File: src/rtl/muldiv_hilo_unit_if.sv
// Bundles the EX-stage HI/LO request and response signals.
interface muldiv_hilo_unit_if #(
  parameter int unsigned WIDTH = 32
);
  logic             en;
  logic             resmove;
  logic             spaddr;
  logic             uns;
  logic             mf;
  logic             mf_sel;
  logic [WIDTH-1:0] srca;
  logic [WIDTH-1:0] srcb;
  logic             flush;
  logic [WIDTH-1:0] mf_result;
  logic             busy;
  logic             stall;

  modport master (
    output en, resmove, spaddr, uns, mf, mf_sel, srca, srcb, flush,
    input  mf_result, busy, stall
  );

  modport slave (
    input  en, resmove, spaddr, uns, mf, mf_sel, srca, srcb, flush,
    output mf_result, busy, stall
  );
endinterface

File: src/rtl/muldiv_hilo_unit.sv
// Iterative MULT/MULTU/DIV/DIVU engine that owns HI/LO and serves moves to and from them.
module muldiv_hilo_unit #(
  parameter int unsigned WIDTH = 32,
  parameter int unsigned CNT_W = 5
) (
  input  logic              clk,
  input  logic              reset,
  muldiv_hilo_unit_if.slave bus
);

  typedef enum logic [1:0] {S_IDLE, S_RUN, S_FIX} state_e;

  state_e             state_q;
  logic [CNT_W-1:0]   cnt_q;
  logic [WIDTH-1:0]   hi_q, lo_q;
  logic [WIDTH-1:0]   b_q;
  logic [WIDTH-1:0]   a_raw_q;
  logic [2*WIDTH-1:0] acc_q;
  logic               is_div_q, qneg_q, rneg_q, div0_q;

  logic               accept, move;
  logic [WIDTH-1:0]   mag_a, mag_b;
  logic [WIDTH:0]     mul_sum;
  logic [WIDTH:0]     div_sh;
  logic [WIDTH+1:0]   div_diff;
  logic [2*WIDTH-1:0] acc_d;
  logic [2*WIDTH-1:0] prod;
  logic [WIDTH-1:0]   hi_d, lo_d;

  assign accept = (state_q == S_IDLE) & bus.en & bus.resmove & ~bus.flush;
  assign move   = (state_q == S_IDLE) & bus.en & ~bus.resmove & ~bus.flush;

  assign bus.busy      = (state_q != S_IDLE);
  assign bus.stall     = bus.busy & (bus.mf | bus.en);
  assign bus.mf_result = bus.mf_sel ? lo_q : hi_q;

  always_comb begin
    mag_a = (~bus.uns & bus.srca[WIDTH-1]) ? -bus.srca : bus.srca;
    mag_b = (~bus.uns & bus.srcb[WIDTH-1]) ? -bus.srcb : bus.srcb;

    // Multiply shifts the accumulator right, dividing shifts it left; both
    // share acc_q with the operand that is consumed bitwise in its low half.
    mul_sum  = {1'b0, acc_q[2*WIDTH-1:WIDTH]} + (acc_q[0] ? {1'b0, b_q} : '0);
    div_sh   = acc_q[2*WIDTH-1:WIDTH-1];
    div_diff = {1'b0, div_sh} - {2'b00, b_q};

    acc_d = acc_q;
    if (is_div_q) begin
      if (div_diff[WIDTH+1])
        acc_d = {div_sh[WIDTH-1:0], acc_q[WIDTH-2:0], 1'b0};
      else
        acc_d = {div_diff[WIDTH-1:0], acc_q[WIDTH-2:0], 1'b1};
    end else begin
      acc_d = {mul_sum, acc_q[WIDTH-1:1]};
    end

    prod = qneg_q ? -acc_q : acc_q;
    hi_d = prod[2*WIDTH-1:WIDTH];
    lo_d = prod[WIDTH-1:0];
    if (is_div_q) begin
      if (div0_q) begin
        hi_d = a_raw_q;
        lo_d = '1;
      end else begin
        hi_d = rneg_q ? -acc_q[2*WIDTH-1:WIDTH] : acc_q[2*WIDTH-1:WIDTH];
        lo_d = qneg_q ? -acc_q[WIDTH-1:0] : acc_q[WIDTH-1:0];
      end
    end
  end

  always_ff @(posedge clk or negedge reset) begin
    if (!reset) begin
      state_q  <= S_IDLE;
      cnt_q    <= '0;
      hi_q     <= '0;
      lo_q     <= '0;
      b_q      <= '0;
      a_raw_q  <= '0;
      acc_q    <= '0;
      is_div_q <= 1'b0;
      qneg_q   <= 1'b0;
      rneg_q   <= 1'b0;
      div0_q   <= 1'b0;
    end else begin
      case (state_q)
        S_IDLE: begin
          if (accept) begin
            is_div_q <= bus.spaddr;
            a_raw_q  <= bus.srca;
            b_q      <= bus.spaddr ? mag_b : mag_a;
            acc_q    <= {{WIDTH{1'b0}}, (bus.spaddr ? mag_a : mag_b)};
            qneg_q   <= ~bus.uns & (bus.srca[WIDTH-1] ^ bus.srcb[WIDTH-1]);
            rneg_q   <= ~bus.uns & bus.srca[WIDTH-1];
            div0_q   <= (bus.srcb == '0);
            cnt_q    <= '0;
            state_q  <= S_RUN;
          end else if (move) begin
            if (bus.spaddr) lo_q <= bus.srca;
            else            hi_q <= bus.srca;
          end
        end
        S_RUN: begin
          if (bus.flush) begin
            state_q <= S_IDLE;
          end else begin
            acc_q <= acc_d;
            cnt_q <= cnt_q + 1'b1;
            if (cnt_q == CNT_W'(WIDTH - 1)) state_q <= S_FIX;
          end
        end
        S_FIX: begin
          if (!bus.flush) begin
            hi_q <= hi_d;
            lo_q <= lo_d;
          end
          state_q <= S_IDLE;
        end
        default: state_q <= S_IDLE;
      endcase
    end
  end

endmodule

File: src/flat_wrapper.sv
// flat-port wrapper written by rule: the top's interface ports become plain ports
module muldiv_hilo_unit_flat 
#(
  parameter int unsigned WIDTH = 32,
  parameter int unsigned CNT_W = 5
)
  (clk, reset, bus_en, bus_resmove, bus_spaddr, bus_uns, bus_mf, bus_mf_sel, bus_srca, bus_srcb, bus_flush, bus_mf_result, bus_busy, bus_stall);
  muldiv_hilo_unit_if #(.WIDTH(WIDTH)) bus_i ();
  input  logic clk;
  input  logic reset;
  input wire logic [$bits(bus_i.en)-1:0] bus_en;
  input wire logic [$bits(bus_i.resmove)-1:0] bus_resmove;
  input wire logic [$bits(bus_i.spaddr)-1:0] bus_spaddr;
  input wire logic [$bits(bus_i.uns)-1:0] bus_uns;
  input wire logic [$bits(bus_i.mf)-1:0] bus_mf;
  input wire logic [$bits(bus_i.mf_sel)-1:0] bus_mf_sel;
  input wire logic [$bits(bus_i.srca)-1:0] bus_srca;
  input wire logic [$bits(bus_i.srcb)-1:0] bus_srcb;
  input wire logic [$bits(bus_i.flush)-1:0] bus_flush;
  output wire logic [$bits(bus_i.mf_result)-1:0] bus_mf_result;
  output wire logic [$bits(bus_i.busy)-1:0] bus_busy;
  output wire logic [$bits(bus_i.stall)-1:0] bus_stall;
  assign bus_i.en = bus_en;
  assign bus_i.resmove = bus_resmove;
  assign bus_i.spaddr = bus_spaddr;
  assign bus_i.uns = bus_uns;
  assign bus_i.mf = bus_mf;
  assign bus_i.mf_sel = bus_mf_sel;
  assign bus_i.srca = bus_srca;
  assign bus_i.srcb = bus_srcb;
  assign bus_i.flush = bus_flush;
  assign bus_mf_result = bus_i.mf_result;
  assign bus_busy = bus_i.busy;
  assign bus_stall = bus_i.stall;
  muldiv_hilo_unit #(.WIDTH(WIDTH), .CNT_W(CNT_W)) u_core (.clk(clk), .reset(reset), .bus(bus_i));
endmodule
File: config.mk
export PLATFORM = sky130hd
export DESIGN_NAME = muldiv_hilo_unit_flat
export DESIGN_NICKNAME = d
export VERILOG_FILES = /design/src/rtl/muldiv_hilo_unit_if.sv /design/src/rtl/muldiv_hilo_unit.sv /design/src/flat_wrapper.sv
export SDC_FILE = /design/constraint.sdc
export NUM_CORES = 1
export LEC_CHECK = 0
export BUFFER_PORTS_ARGS = -buffer_cell sky130_fd_sc_hd__buf_2
export CAP_MARGIN = 20
export CELL_PAD_IN_SITES_DETAIL_PLACEMENT = 0
export CELL_PAD_IN_SITES_GLOBAL_PLACEMENT = 2
export CORE_MARGIN = 2
export CORE_UTILIZATION = 30
export CTS_BUF_LIST = sky130_fd_sc_hd__clkbuf_4
export DETAILED_ROUTE_END_ITERATION = 10
export PLACE_DENSITY = 0.79
export REMOVE_ABC_BUFFERS = 1
export SLEW_MARGIN = 20
export SYNTH_ARGS = -nofsm -noshare
export SYNTH_HDL_FRONTEND = slang
export SYNTH_SLANG_ARGS = --single-unit
File: constraint.sdc
create_clock -name clk -period 3.3 [get_ports clk]
set_input_delay 0 -clock clk [delete_from_list [all_inputs] [get_ports clk]]
set_output_delay 0 -clock clk [all_outputs]
set_load 0.01 [all_outputs]
==> impl_metrics.py <==
metrics = {
    "status": {
        "outcome": "finished, final reports clean",
    },
    "clock_network": {
        "max-clock-path-buffers": 3,
        "insertion_delay_ns": 0.78,
        "cts_tree": "built",
        "clock_sinks": 203,
        "root_buffer": "clkbuf_4",
        "htreeDepth": 2,
        "path_clk_slew_ns": 0.07,
        "cts_buffers": 59,
    },
    "synth": {
        "synth-edff-count": 0,
        "async_flop_share": 1.00,
        "synthDistinctLibCells": 84,
        "yosysTopAreaCellShare": 0.291,
        "synth_cells": 2272,
        "yosys_warnings": 0,
        "ys_ff_latch": 203,
        "synth_area_leader_cell": "dfrtp_1",
        "synthesis.area_sq_um": 17500,
        "postSynthAreaPerCell_sq_um": 7.68,
        "synth_flop_cell": "dfrtp_1",
        "synth_area_leaders": "dfrtp_1, nand2_1, o21ai_0, xnor2_1, a21oi_1",
        "ys_seq_area_frac": 0.291,
    },
    "floorplan": {
        "num_rows": 88,
        "die_h_um": 245,
        "start_util": 0.303,
        "ios": 107,
        "floorplan.die_area_sq_um": 60100,
        "core_area_sq_um": 57600,
        "die_w_um": 245,
    },
    "critical_path": {
        "arrival_ns": 3.85,
        "worstSetupStartpointType": "register",
        "timing.critical_path.cells": "inv_2, buf_6, nor2_1, ha_1, o211ai_1, o21ai_2, a211o_1, a41oi_2, o211ai_1, buf_4, a311o_1, a21oi_2, mux2i_1, a211o_1",
        "critPathKind": "register to register",
        "path_buf_inv": 3,
        "crit_path_max_incr_delay_ns": 0.40,
        "crit_family": "compound AO/OA/AOI/OAI gates",
        "path_max_fanout": 4,
        "critPathSlowestCell": "dfrtp_1",
        "cp.required_ns": 3.92,
        "worst_setup_path_end_kind": "register",
    },
    "timing": {
        "fin_skew_ns": 0.0559,
        "min_period_ns": 3.23,
        "setup_violations": 0,
        "worst_hold_slack_ns": 0.0569,
        "slew_headroom": 0.283,
        "tightest_slew_ns": 1.07,
        "hold_viol": 0,
        "max_freq_mhz": 310,
        "min_period_over_period": 0.979,
        "layout_setup_ws_ns": 0.0696,
        "rsz0062_at_grt": "true",
        "slew_violations": 0,
    },
    "global_route": {
        "grt_pass1_wl_um": 106000,
        "grt_max_degree": 107,
        "grt_pass1_vias": 17900,
        "grtUsageTotal": 0.226,
        "antenna_found_initial": 4,
        "overflow": 0,
    },
    "route": {
        "wirelength_um": 69500,
        "post_drt_wl_per_cell_um": 20.6,
        "ant_nets": 0,
        "first_pass_iters": 5,
        "via_per_inst": 5.42,
        "drt_iter0_markers": 1379,
        "dr_total_vias": 18200,
        "drc_errors": 0,
    },
    "cells_and_area": {
        "drive_above_1_share": 0.198,
        "nets": 2702,
        "layout_commonest_cell": "nand2_1",
        "syn_to_final_growth_pct": 25.2,
        "final_cell_mix": "nand2_1, o21ai_0, dfrtp_1, nor2_1, buf_4",
        "utilization": 0.380,
        "multi_input_area_sq_um": 11800,
        "fillers": 6090,
        "seqCellArea_sq_um": 5090,
    },
    "pwr": {
        "seqPwrFrac": 0.232,
        "pwr-share-comb": 0.623,
        "clkPwrFrac": 0.145,
        "p_int_mw": 8.74,
        "switching_power_mw": 7.66,
        "p_sw_frac": 0.467,
        "p_per_area_nw_per_um2": 750,
        "cellLeakagePower_nw": 9.72,
        "peakVddDrop_mv": 0.268,
    },
    "place": {
        "finalWeightedCongestion": 0.895,
        "dp_hpwl_um": 51200,
        "numPortBuffers": 106,
        "dp_slack_ns": 0.0134,
    },
    "run": {
        "drv_cap": 0,
    },
    "worst_hold_path": {
        "hold_path.class": "input port to register",
    },
}
[cell usage after synthesis, types with 9 or more instances]
cell type  instances
o21ai_0          230
mux2i_1           56
a21oi_1          185
o22ai_1           32
nand4_1           12
nor3_1            49
o21ai_1           10
buf_1             18
dfrtp_1          203
a21o_1            31
and3_1            19
a22oi_1           16
or3_1             32
o211ai_1          21
inv_1             73
ha_1              70
mux2_2            36
and2_1            12
o31ai_1           20
nand2_1          310
clkbuf_1         144
a211oi_1          20
xor2_1            77
nand3_1           43
nor2b_1           19
xnor2_1          106
o21bai_1           9
nor2_1           202
nand2b_1          21
a31oi_1           22
a221oi_1          15
[routing by layer]
metal / up-vias / track usage / routed length [um] / part of all wire
li1: 8691 / - / - / -
met1: 8895 / 0.306 / 31500 / 0.45
met2: 534 / 0.366 / 32200 / 0.46
met3: 123 / 0.0327 / 3400 / 0.049
met4: 0 / 0.0821 / 2420 / 0.035
met5: - / 0 / 0 / 0
[power groups by stage]
stage	Sequential [mW]	Clock [mW]	Combinational, mW
finish	3.80	2.37	10.2
global route	3.88	2.56	11.2
CTS	3.77	2.44	9.74
floorplan	3.91	0	5.78
global placement	3.80	0	9.49
detailed placement	3.82	0	9.53
[path summary, 6_finish.rpt]
| kind | depth (start not counted) | from | slack [ns] | end |
|---|---|---|---|---|
| min reg2reg | 2 | u_core.lo_q[17] | 0.48 | u_core.lo_q[17] |
| max | 14 | u_core.acc_q[0] | 0.07 | u_core.acc_q[60] |
| max in group asynchronous | 4 | reset | 2.34 | u_core.b_q[28] |
| min in group asynchronous | 4 | reset | 0.38 | u_core.acc_q[15] |
| max reg2reg | 14 | u_core.acc_q[0] | 0.07 | u_core.acc_q[60] |
| min | 8 | bus_srcb[11] | 0.06 | u_core.acc_q[13] |
[state kept, by name, indices dropped and copies added, names as in the netlist]
register         count
u_core.a_raw_q      32
u_core.acc_q        64
u_core.b_q          32
u_core.cnt_q         5
u_core.div0_q        1
u_core.hi_q         32
u_core.is_div_q      1
u_core.lo_q         32
u_core.qneg_q        1
u_core.rneg_q        1
u_core.state_q       2
[metrics by stage]
stage	instance area (sq um)	total power [mW]	std cells	setup TNS, ns
after floorplan	16800	9.69	2101	-61.09
after global placement	19700	13.3	3147	0
after detailed placement	19700	13.3	3147	0
after CTS	21400	15.9	3345	0
after global routing	21800	17.7	3363	-0.266
final	21900	16.4	3365	0
[area by class of cell]
class / count / share of cell area
diodes: 4 / 0.000458
clock buffers: 83 / 0.0285
clock inverters: 17 / 0.00326
inverters: 73 / 0.0125
multi-input cells: 1825 / 0.538
flip-flops and latches: 203 / 0.233
well taps: 765 / 0.0438
repair buffers: 395 / 0.140
[what timing repair did]
action                                 4_1_cts  5_1_grt
setup endpoints to repair                    5       41
endpoints found under the hold margin      366        0
buffers inserted                             0       16
gates resized for setup                      4       67
pin swaps                                    1       28
hold buffers                                98        0
[logic make-up (layout without fill, tap and decap cells)]
family	after synthesis	after routing	share of synthesized area
DFF	203	203	0.291
adders and majority gates	72	72	0.0525
muxes	92	92	0.0553
and+or+nand+nor	772	772	0.204
xor gates and xnor gates	183	183	0.0918
other	0	4	0
buffers and inverters	244	568	0.0540
AOI/OAI and AO/OA	706	706	0.251
[worst min-delay path: cells and delay by family]
family / cells / cell delay [ns]
AND/OR/NAND/NOR: 4 / 0.36
AO/OA/AOI/OAI: 2 / 0.21
XOR/XNOR: 1 / 0.11
buffers and inverters: 1 / 0.08
No activity file was read; power rests on OpenSTA's default activity.
